===== src/rtl/mips_multicycle_ctrl_if.sv =====
// Control-sequencer bundle between the multi-cycle MIPS controller, the datapath and memory.
// The master modport is the controller; the slave modport is the datapath/memory side.
interface mips_multicycle_ctrl_if #(
    parameter int unsigned CNT_W = 32
);
    logic [5:0]       opcode;
    logic             mem_ready;
    logic             mem_read;
    logic             mem_write;
    logic             i_or_d;
    logic             ir_write;
    logic             pc_write;
    logic             pc_write_cond;
    logic [1:0]       pc_source;
    logic             alu_src_a;
    logic [1:0]       alu_src_b;
    logic [1:0]       alu_op;
    logic             reg_write;
    logic             reg_dst;
    logic             mem_to_reg;
    logic [3:0]       state;
    logic             retire;
    logic [CNT_W-1:0] retired_count;
    logic             illegal;

    modport master (
        input  opcode, mem_ready,
        output mem_read, mem_write, i_or_d, ir_write, pc_write, pc_write_cond, pc_source,
        output alu_src_a, alu_src_b, alu_op, reg_write, reg_dst, mem_to_reg,
        output state, retire, retired_count, illegal
    );

    modport slave (
        output opcode, mem_ready,
        input  mem_read, mem_write, i_or_d, ir_write, pc_write, pc_write_cond, pc_source,
        input  alu_src_a, alu_src_b, alu_op, reg_write, reg_dst, mem_to_reg,
        input  state, retire, retired_count, illegal
    );
endinterface


===== src/rtl/mips_multicycle_ctrl.sv =====
// Main control sequencer for the multi-cycle MIPS datapath: fetch/decode/execute/mem/write-back
// with a variable-latency memory handshake, a retired-instruction counter and a sticky illegal flag.
module mips_multicycle_ctrl #(
    parameter int unsigned CNT_W = 32
) (
    input  logic                    clk_i,
    input  logic                    rst_i,
    mips_multicycle_ctrl_if.master  ctrl_io
);

    typedef enum logic [3:0] {
        StFetch  = 4'd0,
        StDecode = 4'd1,
        StMemAdr = 4'd2,
        StMemRd  = 4'd3,
        StMemWb  = 4'd4,
        StMemWr  = 4'd5,
        StRtEx   = 4'd6,
        StRtWb   = 4'd7,
        StBeq    = 4'd8,
        StAddiEx = 4'd9,
        StAddiWb = 4'd10,
        StJump   = 4'd11,
        StHalt   = 4'd12
    } state_e;

    localparam logic [5:0] OpRType = 6'h00;
    localparam logic [5:0] OpJ     = 6'h02;
    localparam logic [5:0] OpBeq   = 6'h04;
    localparam logic [5:0] OpAddi  = 6'h08;
    localparam logic [5:0] OpLw    = 6'h23;
    localparam logic [5:0] OpSw    = 6'h2B;

    state_e           state_q, state_d;
    logic             is_store_q, is_store_d;
    logic             illegal_q, illegal_d;
    logic [CNT_W-1:0] count_q, count_d;
    logic             retire;

    // Strobes are decoded from the current state; reset overrides everything to idle.
    always_comb begin
        ctrl_io.mem_read      = 1'b0;
        ctrl_io.mem_write     = 1'b0;
        ctrl_io.i_or_d        = 1'b0;
        ctrl_io.ir_write      = 1'b0;
        ctrl_io.pc_write      = 1'b0;
        ctrl_io.pc_write_cond = 1'b0;
        ctrl_io.pc_source     = 2'd0;
        ctrl_io.alu_src_a     = 1'b0;
        ctrl_io.alu_src_b     = 2'd0;
        ctrl_io.alu_op        = 2'd0;
        ctrl_io.reg_write     = 1'b0;
        ctrl_io.reg_dst       = 1'b0;
        ctrl_io.mem_to_reg    = 1'b0;
        retire                = 1'b0;
        if (!rst_i) begin
            unique case (state_q)
                StFetch: begin
                    ctrl_io.mem_read  = 1'b1;
                    ctrl_io.alu_src_b = 2'd1;
                    ctrl_io.ir_write  = ctrl_io.mem_ready;
                    ctrl_io.pc_write  = ctrl_io.mem_ready;
                end
                StDecode: begin
                    // Branch target precompute: PC + (imm << 2).
                    ctrl_io.alu_src_b = 2'd3;
                end
                StMemAdr: begin
                    ctrl_io.alu_src_a = 1'b1;
                    ctrl_io.alu_src_b = 2'd2;
                end
                StMemRd: begin
                    ctrl_io.mem_read = 1'b1;
                    ctrl_io.i_or_d   = 1'b1;
                end
                StMemWb: begin
                    ctrl_io.reg_write  = 1'b1;
                    ctrl_io.mem_to_reg = 1'b1;
                    retire             = 1'b1;
                end
                StMemWr: begin
                    ctrl_io.mem_write = 1'b1;
                    ctrl_io.i_or_d    = 1'b1;
                    retire            = ctrl_io.mem_ready;
                end
                StRtEx: begin
                    ctrl_io.alu_src_a = 1'b1;
                    ctrl_io.alu_op    = 2'd2;
                end
                StRtWb: begin
                    ctrl_io.reg_write = 1'b1;
                    ctrl_io.reg_dst   = 1'b1;
                    retire            = 1'b1;
                end
                StBeq: begin
                    ctrl_io.alu_src_a     = 1'b1;
                    ctrl_io.alu_op        = 2'd1;
                    ctrl_io.pc_write_cond = 1'b1;
                    ctrl_io.pc_source     = 2'd1;
                    retire                = 1'b1;
                end
                StAddiEx: begin
                    ctrl_io.alu_src_a = 1'b1;
                    ctrl_io.alu_src_b = 2'd2;
                end
                StAddiWb: begin
                    ctrl_io.reg_write = 1'b1;
                    retire            = 1'b1;
                end
                StJump: begin
                    ctrl_io.pc_write  = 1'b1;
                    ctrl_io.pc_source = 2'd2;
                    retire            = 1'b1;
                end
                default: ;
            endcase
        end
    end

    assign ctrl_io.retire        = retire;
    assign ctrl_io.state         = state_q;
    assign ctrl_io.illegal       = illegal_q;
    assign ctrl_io.retired_count = count_q;

    always_comb begin
        state_d    = state_q;
        is_store_d = is_store_q;
        illegal_d  = illegal_q;
        count_d    = count_q;
        unique case (state_q)
            StFetch:  if (ctrl_io.mem_ready) state_d = StDecode;
            StDecode: begin
                // Remember load vs store so MEMADR does not depend on the IR staying put.
                is_store_d = (ctrl_io.opcode == OpSw);
                case (ctrl_io.opcode)
                    OpLw, OpSw: state_d = StMemAdr;
                    OpRType:    state_d = StRtEx;
                    OpBeq:      state_d = StBeq;
                    OpAddi:     state_d = StAddiEx;
                    OpJ:        state_d = StJump;
                    default: begin
                        state_d   = StHalt;
                        illegal_d = 1'b1;
                    end
                endcase
            end
            StMemAdr: state_d = is_store_q ? StMemWr : StMemRd;
            StMemRd:  if (ctrl_io.mem_ready) state_d = StMemWb;
            StMemWr:  if (ctrl_io.mem_ready) state_d = StFetch;
            StRtEx:   state_d = StRtWb;
            StAddiEx: state_d = StAddiWb;
            StMemWb, StRtWb, StBeq, StAddiWb, StJump: state_d = StFetch;
            StHalt:   state_d = StHalt;
            default:  state_d = StFetch;
        endcase
        if (retire) count_d = count_q + 1'b1;
    end

    always_ff @(posedge clk_i) begin
        if (rst_i) begin
            state_q    <= StFetch;
            is_store_q <= 1'b0;
            illegal_q  <= 1'b0;
            count_q    <= '0;
        end else begin
            state_q    <= state_d;
            is_store_q <= is_store_d;
            illegal_q  <= illegal_d;
            count_q    <= count_d;
        end
    end

endmodule


===== src/flat_wrapper.sv =====
// flat-port wrapper written by rule: the top's interface ports become plain ports
module mips_multicycle_ctrl_flat 
#(
    parameter int unsigned CNT_W = 32
)
  (clk_i, rst_i, ctrl_io_opcode, ctrl_io_mem_ready, ctrl_io_mem_read, ctrl_io_mem_write, ctrl_io_i_or_d, ctrl_io_ir_write, ctrl_io_pc_write, ctrl_io_pc_write_cond, ctrl_io_pc_source, ctrl_io_alu_src_a, ctrl_io_alu_src_b, ctrl_io_alu_op, ctrl_io_reg_write, ctrl_io_reg_dst, ctrl_io_mem_to_reg, ctrl_io_state, ctrl_io_retire, ctrl_io_retired_count, ctrl_io_illegal);
  mips_multicycle_ctrl_if #(.CNT_W(CNT_W)) ctrl_io_i ();
  input  logic clk_i;
  input  logic rst_i;
  input wire logic [$bits(ctrl_io_i.opcode)-1:0] ctrl_io_opcode;
  input wire logic [$bits(ctrl_io_i.mem_ready)-1:0] ctrl_io_mem_ready;
  output wire logic [$bits(ctrl_io_i.mem_read)-1:0] ctrl_io_mem_read;
  output wire logic [$bits(ctrl_io_i.mem_write)-1:0] ctrl_io_mem_write;
  output wire logic [$bits(ctrl_io_i.i_or_d)-1:0] ctrl_io_i_or_d;
  output wire logic [$bits(ctrl_io_i.ir_write)-1:0] ctrl_io_ir_write;
  output wire logic [$bits(ctrl_io_i.pc_write)-1:0] ctrl_io_pc_write;
  output wire logic [$bits(ctrl_io_i.pc_write_cond)-1:0] ctrl_io_pc_write_cond;
  output wire logic [$bits(ctrl_io_i.pc_source)-1:0] ctrl_io_pc_source;
  output wire logic [$bits(ctrl_io_i.alu_src_a)-1:0] ctrl_io_alu_src_a;
  output wire logic [$bits(ctrl_io_i.alu_src_b)-1:0] ctrl_io_alu_src_b;
  output wire logic [$bits(ctrl_io_i.alu_op)-1:0] ctrl_io_alu_op;
  output wire logic [$bits(ctrl_io_i.reg_write)-1:0] ctrl_io_reg_write;
  output wire logic [$bits(ctrl_io_i.reg_dst)-1:0] ctrl_io_reg_dst;
  output wire logic [$bits(ctrl_io_i.mem_to_reg)-1:0] ctrl_io_mem_to_reg;
  output wire logic [$bits(ctrl_io_i.state)-1:0] ctrl_io_state;
  output wire logic [$bits(ctrl_io_i.retire)-1:0] ctrl_io_retire;
  output wire logic [$bits(ctrl_io_i.retired_count)-1:0] ctrl_io_retired_count;
  output wire logic [$bits(ctrl_io_i.illegal)-1:0] ctrl_io_illegal;
  assign ctrl_io_i.opcode = ctrl_io_opcode;
  assign ctrl_io_i.mem_ready = ctrl_io_mem_ready;
  assign ctrl_io_mem_read = ctrl_io_i.mem_read;
  assign ctrl_io_mem_write = ctrl_io_i.mem_write;
  assign ctrl_io_i_or_d = ctrl_io_i.i_or_d;
  assign ctrl_io_ir_write = ctrl_io_i.ir_write;
  assign ctrl_io_pc_write = ctrl_io_i.pc_write;
  assign ctrl_io_pc_write_cond = ctrl_io_i.pc_write_cond;
  assign ctrl_io_pc_source = ctrl_io_i.pc_source;
  assign ctrl_io_alu_src_a = ctrl_io_i.alu_src_a;
  assign ctrl_io_alu_src_b = ctrl_io_i.alu_src_b;
  assign ctrl_io_alu_op = ctrl_io_i.alu_op;
  assign ctrl_io_reg_write = ctrl_io_i.reg_write;
  assign ctrl_io_reg_dst = ctrl_io_i.reg_dst;
  assign ctrl_io_mem_to_reg = ctrl_io_i.mem_to_reg;
  assign ctrl_io_state = ctrl_io_i.state;
  assign ctrl_io_retire = ctrl_io_i.retire;
  assign ctrl_io_retired_count = ctrl_io_i.retired_count;
  assign ctrl_io_illegal = ctrl_io_i.illegal;
  mips_multicycle_ctrl #(.CNT_W(CNT_W)) u_core (.clk_i(clk_i), .rst_i(rst_i), .ctrl_io(ctrl_io_i));
endmodule

===== config.mk =====
export PLATFORM = sky130hd
export DESIGN_NAME = mips_multicycle_ctrl_flat
export DESIGN_NICKNAME = d
export VERILOG_FILES = /design/src/rtl/mips_multicycle_ctrl_if.sv /design/src/rtl/mips_multicycle_ctrl.sv /design/src/flat_wrapper.sv
export SDC_FILE = /design/constraint.sdc
export NUM_CORES = 1
export LEC_CHECK = 0
export CORE_ASPECT_RATIO = 1.1
export CORE_MARGIN = 2
export CORE_UTILIZATION = 35
export DETAILED_ROUTE_END_ITERATION = 16
export PLACE_DENSITY = 0.72
export SLEW_MARGIN = 20
export SYNTH_ARGS = -nofsm -noshare
export SYNTH_HDL_FRONTEND = slang
export SYNTH_SLANG_ARGS = --single-unit
export TNS_END_PERCENT = 1

===== constraint.sdc =====
create_clock -name clk_i -period 2.1 [get_ports clk_i]
set_clock_uncertainty 0.2 [all_clocks]
set_input_delay 0.21 -clock clk_i [delete_from_list [all_inputs] [get_ports clk_i]]
set_output_delay 0.21 -clock clk_i [all_outputs]
set_load 0.01 [all_outputs]

==> summary.txt <==
Worst hold path
  – Worst Hold Endpoint: u_core.ctrl_io.retired_count[11]$_SDFFE_PP0P_
  – Hold depth: 2
  – Hold Crit Class: in2reg
  – Worst Min Path Start: rst_i

Setup path
  – R2R Path Start: u_core.ctrl_io.state[1]$_SDFFE_PP0P_
  – R2R cell count: 7
  – RR Endpoint: u_core.ctrl_io.retired_count[20]$_SDFFE_PP0P_
  – Worst setup SP type: flop
  – Critical path, cell by cell: buf_6 > nor2b_1 > o21ai_4 > buf_4 > nand4_4 > or3_1 > a21oi_1
  – CP top delay family: simple AND/OR/NAND/NOR gates
  – Worst reg2reg setup slack: 0.11 ns
  – Crit path max-delay cell type: or3_1
  – Setup CP Type: reg2reg
  – Crit path required time: 2.12 ns
  – Critical path arrival: 2.01 ns
  – Number of cells on the critical path: 7
  – Crit Path Max Fanout: 16
  – Slowest stage delay, CP: 0.40 ns
  – CP endpoint kind: flop
  – Critical path buffers and inverters: 2

Run status
  – Status: finished, final reports clean

STA
  – RSZ-0062 raised after global routing: yes
  – Slew Limit Fails: 0
  – Final Cycle Share: 94.74%
  – Final Hold Fails: 0
  – Headroom to the max-slew limit: 56.37%
  – Worst-Margin Slew: 0.6463 ns
  – Tmin final: 1.990 ns
  – Setup violators final: 0
  – FMAX: 502.6 MHz

Synthesis
  – Top-area cell type share of the netlist area: 34.20%
  – Cells after Synth: 285
  – Seq/Total Area, Yosys: 34.20%
  – Synth Warn #: 0
  – Synth unique cells: 48
  – Post-synth top area cell: dfxtp_1
  – Primary FF master, synth: dfxtp_1
  – Asr flop ratio synth: 0%
  – Synth area leaders: dfxtp_1 34%, nor2_1 6.6%, xor2_1 5.9%
  – Mean area per synthesized cell: 7.806 sq um
  – Top-count cell post-synth: nor2_1
  – Mapped Nets: 295
  – Synthesized area: 2225 sq um
  – Number of synthesized flops with an enable pin: 0
  – #FFs+latches synth: 38
  – Post-synth top cells: 39 x nor2_1, 38 x dfxtp_1, 24 x a21oi_1

Cells and area
  – Area added between synthesis and finish: 47.98%
  – Antenna cells: 0
  – Fillcell total: 603
  – Final core occ: 53.48%
  – NumNets Final: 387
  – Layout cells sized above 1: 19.84%

Power
  – Max VDD drop: 232.7 uV
  – Design Power: 1.576 mW
  – Leak: 1.272 nW
  – Power Density: 478.7 nW/um^2

Detailed routing
  – Via density: 5.306
  – Final WL: 5954 microns
  – Routed WL per cell: 13.00 microns
  – Post-route DRC violation count: 0
  – ANT nets after route: 0
  – Routed vias: 2430
  – Iter 0 DRT Violations: 139
  – TritonRoute pass-1 iters: 4

Clock network
  – Hold-fix buffers, CTS: 0
  – TritonCTS clock tree: built
  – Clock Tree Buf Depth: 2
  – CTS Buf Count: 5
  – Clock Sinks: 38
  – Clock transition at path regs: 0.08 ns
  – Clock root cell: clkbuf_8
  – Clk Latency, worst-skew pair: 0.29 ns
  – CTS H-tree depth: 2

Global route
  – First-pass GRT wire length: 9860 microns
  – Met1 Use GR: 22.26%
  – Gr usage total: 17.63%
  – Vias in the first global route: 2165
  – Largest net degree at the start of global routing: 22
  – Met3 usage: 3.093%
  – Most Crowded Layer GR: met2
  – Met2 Usage GRT: 29.85%
  – Antenna violations before repair: 0
  – Total gr overflow: 0

Placement
  – Post-DP HPWL: 4387 microns
  – PortBufs: 62
  – RePlAce Congestion: 0.8393

Die
  – Chip width: 80.02 microns
  – Starting Density: 36.14%
  – Die area: 7011 sq um
  – Placeable Area: 6156 sq um
  – Std-Cell Rows: 30
  – Die Y: 87.62 microns
  – Io pins: 63

Job
  – Max-cap viol count: 0
routing by layer:
layer,wire length [microns],part of all wire (%),vias to the layer above
met1,2634,44,1140
met2,2938,49,64
met3,263,4.4,9
met4,117,2.0,0
met5,0,0,-
li1,-,-,1217
cells by family (layout without fill, tap and decap cells):
logic type,count (synthesis),in the layout,share of synthesized area [%]
flops,38,38,34.20
xor+xnor,19,19,7.480
simple gates,145,145,37.06
buf+inv,25,118,5.005
fa+ha+maj,1,1,0.5623
mux,1,1,0.5062
compound gates,56,56,15.19
power by group:
group,internal [mW],switching [mW]
logic,0.149,0.157
registers,0.733,0.0103
clock network,0.264,0.263
total,1.15,0.430
cell usage in the layout, fill, tap and decap left out, drive strengths merged, types with 3 or more instances in the layout:
cell type	netlist	layout
nand3	12	12
o21ai	19	19
nor2	39	39
or3	17	17
nand2b	3	3
a21oi	25	25
xor2	15	15
xnor2	4	4
nand2	18	18
nand4	18	18
nor3	11	11
and3	9	9
dlygate4sd2	0	12
nor4	5	5
buf	6	42
inv	7	7
clkdlybuf4s50	0	44
dfxtp	38	38
clkbuf	12	9
final cells by class:
type / instances / area, sq um / area share, %
clock inverter: 2 / 12.51 / 0.3801
clock buffer: 6 / 82.58 / 2.509
inverter: 7 / 26.28 / 0.7982
multi-input combinational: 222 / 1384 / 42.04
timing repair buffer: 103 / 918.4 / 27.90
sequential: 38 / 768.2 / 23.34
tap: 80 / 100.1 / 3.041
through the flow:
| stage | hold WS [ns] | worst slack (ns) | setup TNS, ns | instance area [sq um] | instances |
|---|---|---|---|---|---|
| after floorplan | 0.1643 | 0.04069 | 0 | 2225 | 285 |
| after global routing | 0.08365 | -0.03256 | -0.04293 | 3292 | 458 |
| final | 0.05583 | 0.1105 | 0 | 3292 | 458 |
| after global placement | 0.2363 | -0.001860 | -0.001860 | 3146 | 446 |
| after detailed placement | 0.2529 | -0.04673 | -0.2842 | 3146 | 446 |
| after CTS | 0.02749 | -0.1293 | -0.1293 | 3237 | 454 |
worst max-delay path by stage:
stage / from / endpoint / slack [ns]
detailed placement: ctrl_io_mem_ready / u_core.ctrl_io.retired_count[24]$_SDFFE_PP0P_ / -0.05
global placement: ctrl_io_mem_ready / u_core.ctrl_io.retired_count[20]$_SDFFE_PP0P_ / -0.002
finish: u_core.ctrl_io.state[1]$_SDFFE_PP0P_ / u_core.ctrl_io.retired_count[20]$_SDFFE_PP0P_ / 0.11
floorplan: u_core.ctrl_io.retired_count[0]$_SDFFE_PP0P_ / u_core.ctrl_io.retired_count[28]$_SDFFE_PP0P_ / 0.04
global route: u_core.ctrl_io.retired_count[0]$_SDFFE_PP0P_ / u_core.ctrl_io.retired_count[20]$_SDFFE_PP0P_ / -0.03
CTS: u_core.ctrl_io.state[3]$_SDFFE_PP0P_ / ctrl_io_pc_write / -0.13
sequential cells by signal, indices dropped and copies added (netlist names):
name	count
u_core.is_store_q	1
u_core.ctrl_io.state	4
u_core.ctrl_io.retired_count	32
u_core.ctrl_io.illegal	1
timing repair:
| action | in CTS | in global routing |
|---|---|---|
| pin swaps | 0 | 3 |
| setup buffers | 0 | 4 |
| endpoints found under the setup margin | 16 | 19 |
| resized for setup | 20 | 17 |
No activity file was read; power rests on OpenSTA's default activity.
==> edit 1 (same flow settings) <==
`CNT_W` is set to 32 in 3 places; all go to 64.
--- a/src/rtl/mips_multicycle_ctrl_if.sv
+++ b/src/rtl/mips_multicycle_ctrl_if.sv
@@ -1,7 +1,7 @@
 // Control-sequencer bundle between the multi-cycle MIPS controller, the datapath and memory.
 // The master modport is the controller; the slave modport is the datapath/memory side.
 interface mips_multicycle_ctrl_if #(
-    parameter int unsigned CNT_W = 32
+    parameter int unsigned CNT_W = 64
 );
     logic [5:0]       opcode;
     logic             mem_ready;
--- a/src/rtl/mips_multicycle_ctrl.sv
+++ b/src/rtl/mips_multicycle_ctrl.sv
@@ -1,7 +1,7 @@
 // Main control sequencer for the multi-cycle MIPS datapath: fetch/decode/execute/mem/write-back
 // with a variable-latency memory handshake, a retired-instruction counter and a sticky illegal flag.
 module mips_multicycle_ctrl #(
-    parameter int unsigned CNT_W = 32
+    parameter int unsigned CNT_W = 64
 ) (
     input  logic                    clk_i,
     input  logic                    rst_i,
--- a/src/flat_wrapper.sv
+++ b/src/flat_wrapper.sv
@@ -1,7 +1,7 @@
 // flat-port wrapper written by rule: the top's interface ports become plain ports
 module mips_multicycle_ctrl_flat 
 #(
-    parameter int unsigned CNT_W = 32
+    parameter int unsigned CNT_W = 64
 )
   (clk_i, rst_i, ctrl_io_opcode, ctrl_io_mem_ready, ctrl_io_mem_read, ctrl_io_mem_write, ctrl_io_i_or_d, ctrl_io_ir_write, ctrl_io_pc_write, ctrl_io_pc_write_cond, ctrl_io_pc_source, ctrl_io_alu_src_a, ctrl_io_alu_src_b, ctrl_io_alu_op, ctrl_io_reg_write, ctrl_io_reg_dst, ctrl_io_mem_to_reg, ctrl_io_state, ctrl_io_retire, ctrl_io_retired_count, ctrl_io_illegal);
   mips_multicycle_ctrl_if #(.CNT_W(CNT_W)) ctrl_io_i ();
Ports: changed (resized ctrl_io_retired_count); port bits go from 63 to 95. The function was not compared with the original's and may differ.
==> edit 1 against the unedited design <==
  * The flow now finishes with violations (negative setup slack)
  * Synthesized area rose by 80%
  * Hold slack improved by 0.083 ns
  * Routed wire length rose by 130%
  * Sequential power rose by 80%
  * Sequential share of layout area fell by 1.4 points
  * Count of clock-buffer cells in the layout rose by 3
  * Final area rose by 100%
  * Power rose by 95%
  * Sequential cell count rose by 32
  * Worst setup slack got worse by 0.40 ns
  * First-iteration DRC count rose by 87%
  * Critical endpoint is now u_core.ctrl_io.retired_count[48]
  * Largest cell class unchanged
  * Highest routed layer unchanged
==> edit 1: results (changes against the unedited design) <==
Port Buffers 94 (was 62); number of global-route vias before repair 4697 (was 2165); met3 Use GR 3.74% (was 3.09%); Max rail drop VDD 0.375 mV (was 0.233 mV); sequential cell area 0.00147 mm² (was 768 µm²); nonclk buf count 235 (was 103); end of the critical path u_core.ctrl_io.retired_count[48] (was u_core.ctrl_io.retired_count[20]); Vias 4877 (was 2430); Die Footprint 0.0123 mm² (was 0.00701 mm²); Critical-path top delay cell or4_4 (was or3_1); largest net degree at the start of global routing 39 (was 22); CTS root buffer clkbuf_16 (was clkbuf_8); post-layout worst setup margin -0.286 ns (was 0.110 ns); met1 WL 5890 µm (was 2630 µm); PostCTS Resize Cnt 52 (was 20); DP Cell Count 872 (was 446); Initial DRT Pass Iterations 5 (was 4); H-tree level count 3 (was 2); grt met2 use 38.5% (was 29.8%); Mean Syn Cell Area 7.73 µm² (was 7.81 µm²); status finished with violations (was completed); Setup Viol. Count Final 28 (was 0); share of cells above drive strength 1 35.2% (was 19.8%); failing checks negative setup slack; PD cells 459 mW/mm² (was 479 mW/mm²); syn nets 528 (was 295); routed wl met2 6700 µm (was 2940 µm); hpwl dp 9980 µm (was 4390 µm); clock-cell share of area 4.16% (was 2.89%); Area after DPL 0.00620 mm² (was 0.00315 mm²)
-- edit 1: critical path: cells and delay by family, from the launching register on --
kind                   cells  cell delay (ns)
buffers and inverters      1             0.19
DFF                        1             0.33
AOI/OAI and AO/OA          1             0.14
and+or+nand+nor            4             1.47
-- edit 1: cells by family after synthesis --
group                    share of synthesized area (%)
adder cells (fa/ha/maj)                          0.312
buffers and inverters                             3.87
XOR/XNOR                                          2.62
AND/OR/NAND/NOR                                   38.5
AO/OA/AOI/OAI                                     16.6
flip-flops                                        35.0
multiplexers                                      3.09
-- edit 1: worst min path at each step --
stage                     depth (start not counted)                         endpoint  slack, ns
after floorplan                                   1          u_core.ctrl_io.state[2]       0.12
after global placement                            2           u_core.ctrl_io.illegal       0.26
after global routing                              3  u_core.ctrl_io.retired_count[5]       0.15
final                                             3  u_core.ctrl_io.retired_count[5]       0.14
after CTS                                         3  u_core.ctrl_io.retired_count[5]       0.14
after detailed placement                          2           u_core.ctrl_io.illegal       0.27
==> edit 2 (config.mk and constraints unchanged) <==
Without the edit above. Make the reset (`rst_i`) asynchronous in one clocked block.
--- a/src/rtl/mips_multicycle_ctrl.sv
+++ b/src/rtl/mips_multicycle_ctrl.sv
@@ -156,7 +156,7 @@
         if (retire) count_d = count_q + 1'b1;
     end
 
-    always_ff @(posedge clk_i) begin
+    always_ff @(posedge clk_i or posedge rst_i) begin
         if (rst_i) begin
             state_q    <= StFetch;
             is_store_q <= 1'b0;
Behaviour: differs if rst_i is asserted again (counterexample within 4 cycles, from zero or initial values and one cycle with rst_i high); with rst_i held inactive, the same outputs for 10 cycles.
==> edit 2 against the unedited design <==
  * The run now ends with negative setup slack left
  * Sequential cell count stayed put
  * Final area fell by 4.0%
  * Critical path depth fell by 3
  * Count of clock-buffer cells in the layout fell by 1
  * Routed wire length shrank 9.7%
  * Synthesized area fell by 3.1%
  * Maximum frequency down 11%
  * Non-clock buffer count shrank 12
  * Via count down 17%
  * Worst setup slack got worse by 0.25 ns
  * Core utilization increased by 0.29 points
  * Critical endpoint is now ctrl_io_retire
  * Highest routed layer unchanged
Power is not compared: it rests on default switching activity, and its combinational part moved more than twofold at a synthesized area within 25%.
==> edit 2: results (changes against the unedited design) <==
H-tree level count 2 (unchanged); routed wl met2 2750 µm (was 2940 µm); Worst Path Arrival 1.83 ns (was 2.01 ns); GP Congestion 0.791 (was 0.839); gr usage total 16.4% (was 17.6%); DRT iter0 DRCs 117 (was 139); syn nets 228 (was 295); Clock transition at path regs 0.07 ns; largest stage delay on the critical path 0.57 ns (was 0.40 ns); Nets 315 (was 387); failing checks negative setup slack; Post-Syn Instances 218 (was 285); Seq/Total Area, Yosys 44.1% (was 34.2%); Setup Viol. Count Final 3 (was 0); status finished with violations (was completed); Worst R2R Start u_core.ctrl_io.state[1] (unchanged); Via density 5.31 (about the same); share of cells above drive strength 1 20.0% (was 19.8%); Max-Cap Viols 0 (unchanged); Post-synth top cells 38 x dfrtp_1, 21 x xnor2_1, 20 x nor2_1 (was 39 x nor2_1, 38 x dfxtp_1, 24 x a21oi_1); met1 WL 2230 µm (was 2630 µm); Reg2Reg Capture Point u_core.ctrl_io.retired_count[17] (was u_core.ctrl_io.retired_count[20]); highest routed layer met4 (unchanged); Final Non-Filler Cells 382 (was 458); R2R Setup Slk 0.10 ns; synth top area cells dfrtp_1 44%, xnor2_1 8.5%, nand4_1 5.5% (was dfxtp_1 34%, nor2_1 6.6%, xor2_1 5.9%); clk buf depth 2 (unchanged); first-pass GRT wire length 8880 µm (was 9860 µm); number of global-route vias before repair 2032 (was 2165); hpwl dp 4090 µm (was 4390 µm); Critical-path top delay cell clkdlybuf4s50_1 (was or3_1); sequential cell area 953 µm² (was 768 µm²); DP Cell Count 374 (was 446); clk_lat worst skew 0.29 ns (about the same); largest net degree at the start of global routing 25 (was 22); Fillers 532 (was 603); CP delay by family, top buffers and inverters (was simple AND/OR/NAND/NOR gates); Main synth FF type dfrtp_1 (was dfxtp_1); Area after DPL 0.00304 mm² (was 0.00315 mm²); worst slack, placed -0.186 ns (was -0.0467 ns); worst slew pin tran 0.317 ns (was 0.646 ns); worst hold path class input port to asynchronous set/reset pin (was input port to flop); ys async rst share 100% (was 0%); CP max FO 5 (was 16); Port Buffers 62 (unchanged); reg2reg path depth 5 (was 7); setup TNS -0.249 ns (was 0 ns); routed length on met3 337 µm (was 263 µm); count of cell types in the netlist 45 (was 48); worst hold slack 0.151 ns (was 0.0558 ns); post-layout worst setup margin -0.140 ns (was 0.110 ns); final WL 5380 µm (was 5950 µm)
==> edit 2: layer usage <==
layer,GRT usage [%],up-vias
met5,0,-
met4,7.05,0
met3,3.75,6
met2,29.0,71
met1,19.0,983
li1,-,968
==> edit 2: where the power goes <==
part           internal (mW)  leakage (nW)  switching [mW]  total (mW)
logic                  0.621         0.860           0.628        1.25
clock network          0.223        0.0438           0.250       0.472
registers              0.822         0.501           0.100       0.922
total                   1.66          1.40           0.978        2.64
==> edit 2: layout make-up <==
| cell class | instances | area share, % |
|---|---|---|
| timing repair buffer | 91 | 26.7 |
| clock inverter | 2 | 0.317 |
| inverter | 3 | 0.475 |
| clock buffer | 5 | 2.18 |
| sequential | 38 | 30.2 |
| multi-input combinational | 166 | 37.1 |
| tap | 77 | 3.05 |
==> edit 2: worst min-delay path, cell delays in order <==
cell and delay (ns):
clkdlybuf4s50_1 0.47, clkinvlp_4 0.14, buf_12 0.16
==> edit 2: logic make-up after synthesis <==
logic type / Yosys count / synth area share (%)
compound gates: 23 / 7.72
xor+xnor: 34 / 13.8
fa+ha+maj: 1 / 0.580
buf+inv: 14 / 3.19
flops: 38 / 44.1
mux: 2 / 0.987
simple gates: 106 / 29.6
==> edit 2: worst max-delay path by stage <==
| stage | start | endpoint | slack, ns | cells past startpoint |
|---|---|---|---|---|
| finish | u_core.ctrl_io.state[1] | ctrl_io_retire | -0.14 | 4 |
| global route | u_core.ctrl_io.state[1] | ctrl_io_retire | -0.21 | 4 |
| CTS | u_core.ctrl_io.state[0] | ctrl_io_retire | -0.21 | 4 |
| detailed placement | rst_i | ctrl_io_alu_op[1] | -0.19 | 6 |
| global placement | rst_i | ctrl_io_pc_write | -0.18 | 5 |
| floorplan | rst_i | u_core.ctrl_io.retired_count[28] | 0.03 | 6 |
==> edit 2: what timing repair did <==
item / CTS / global route
setup endpoints to repair: 21 / 15
setup buffers: 0 / 1
gates resized for setup: 15 / 14
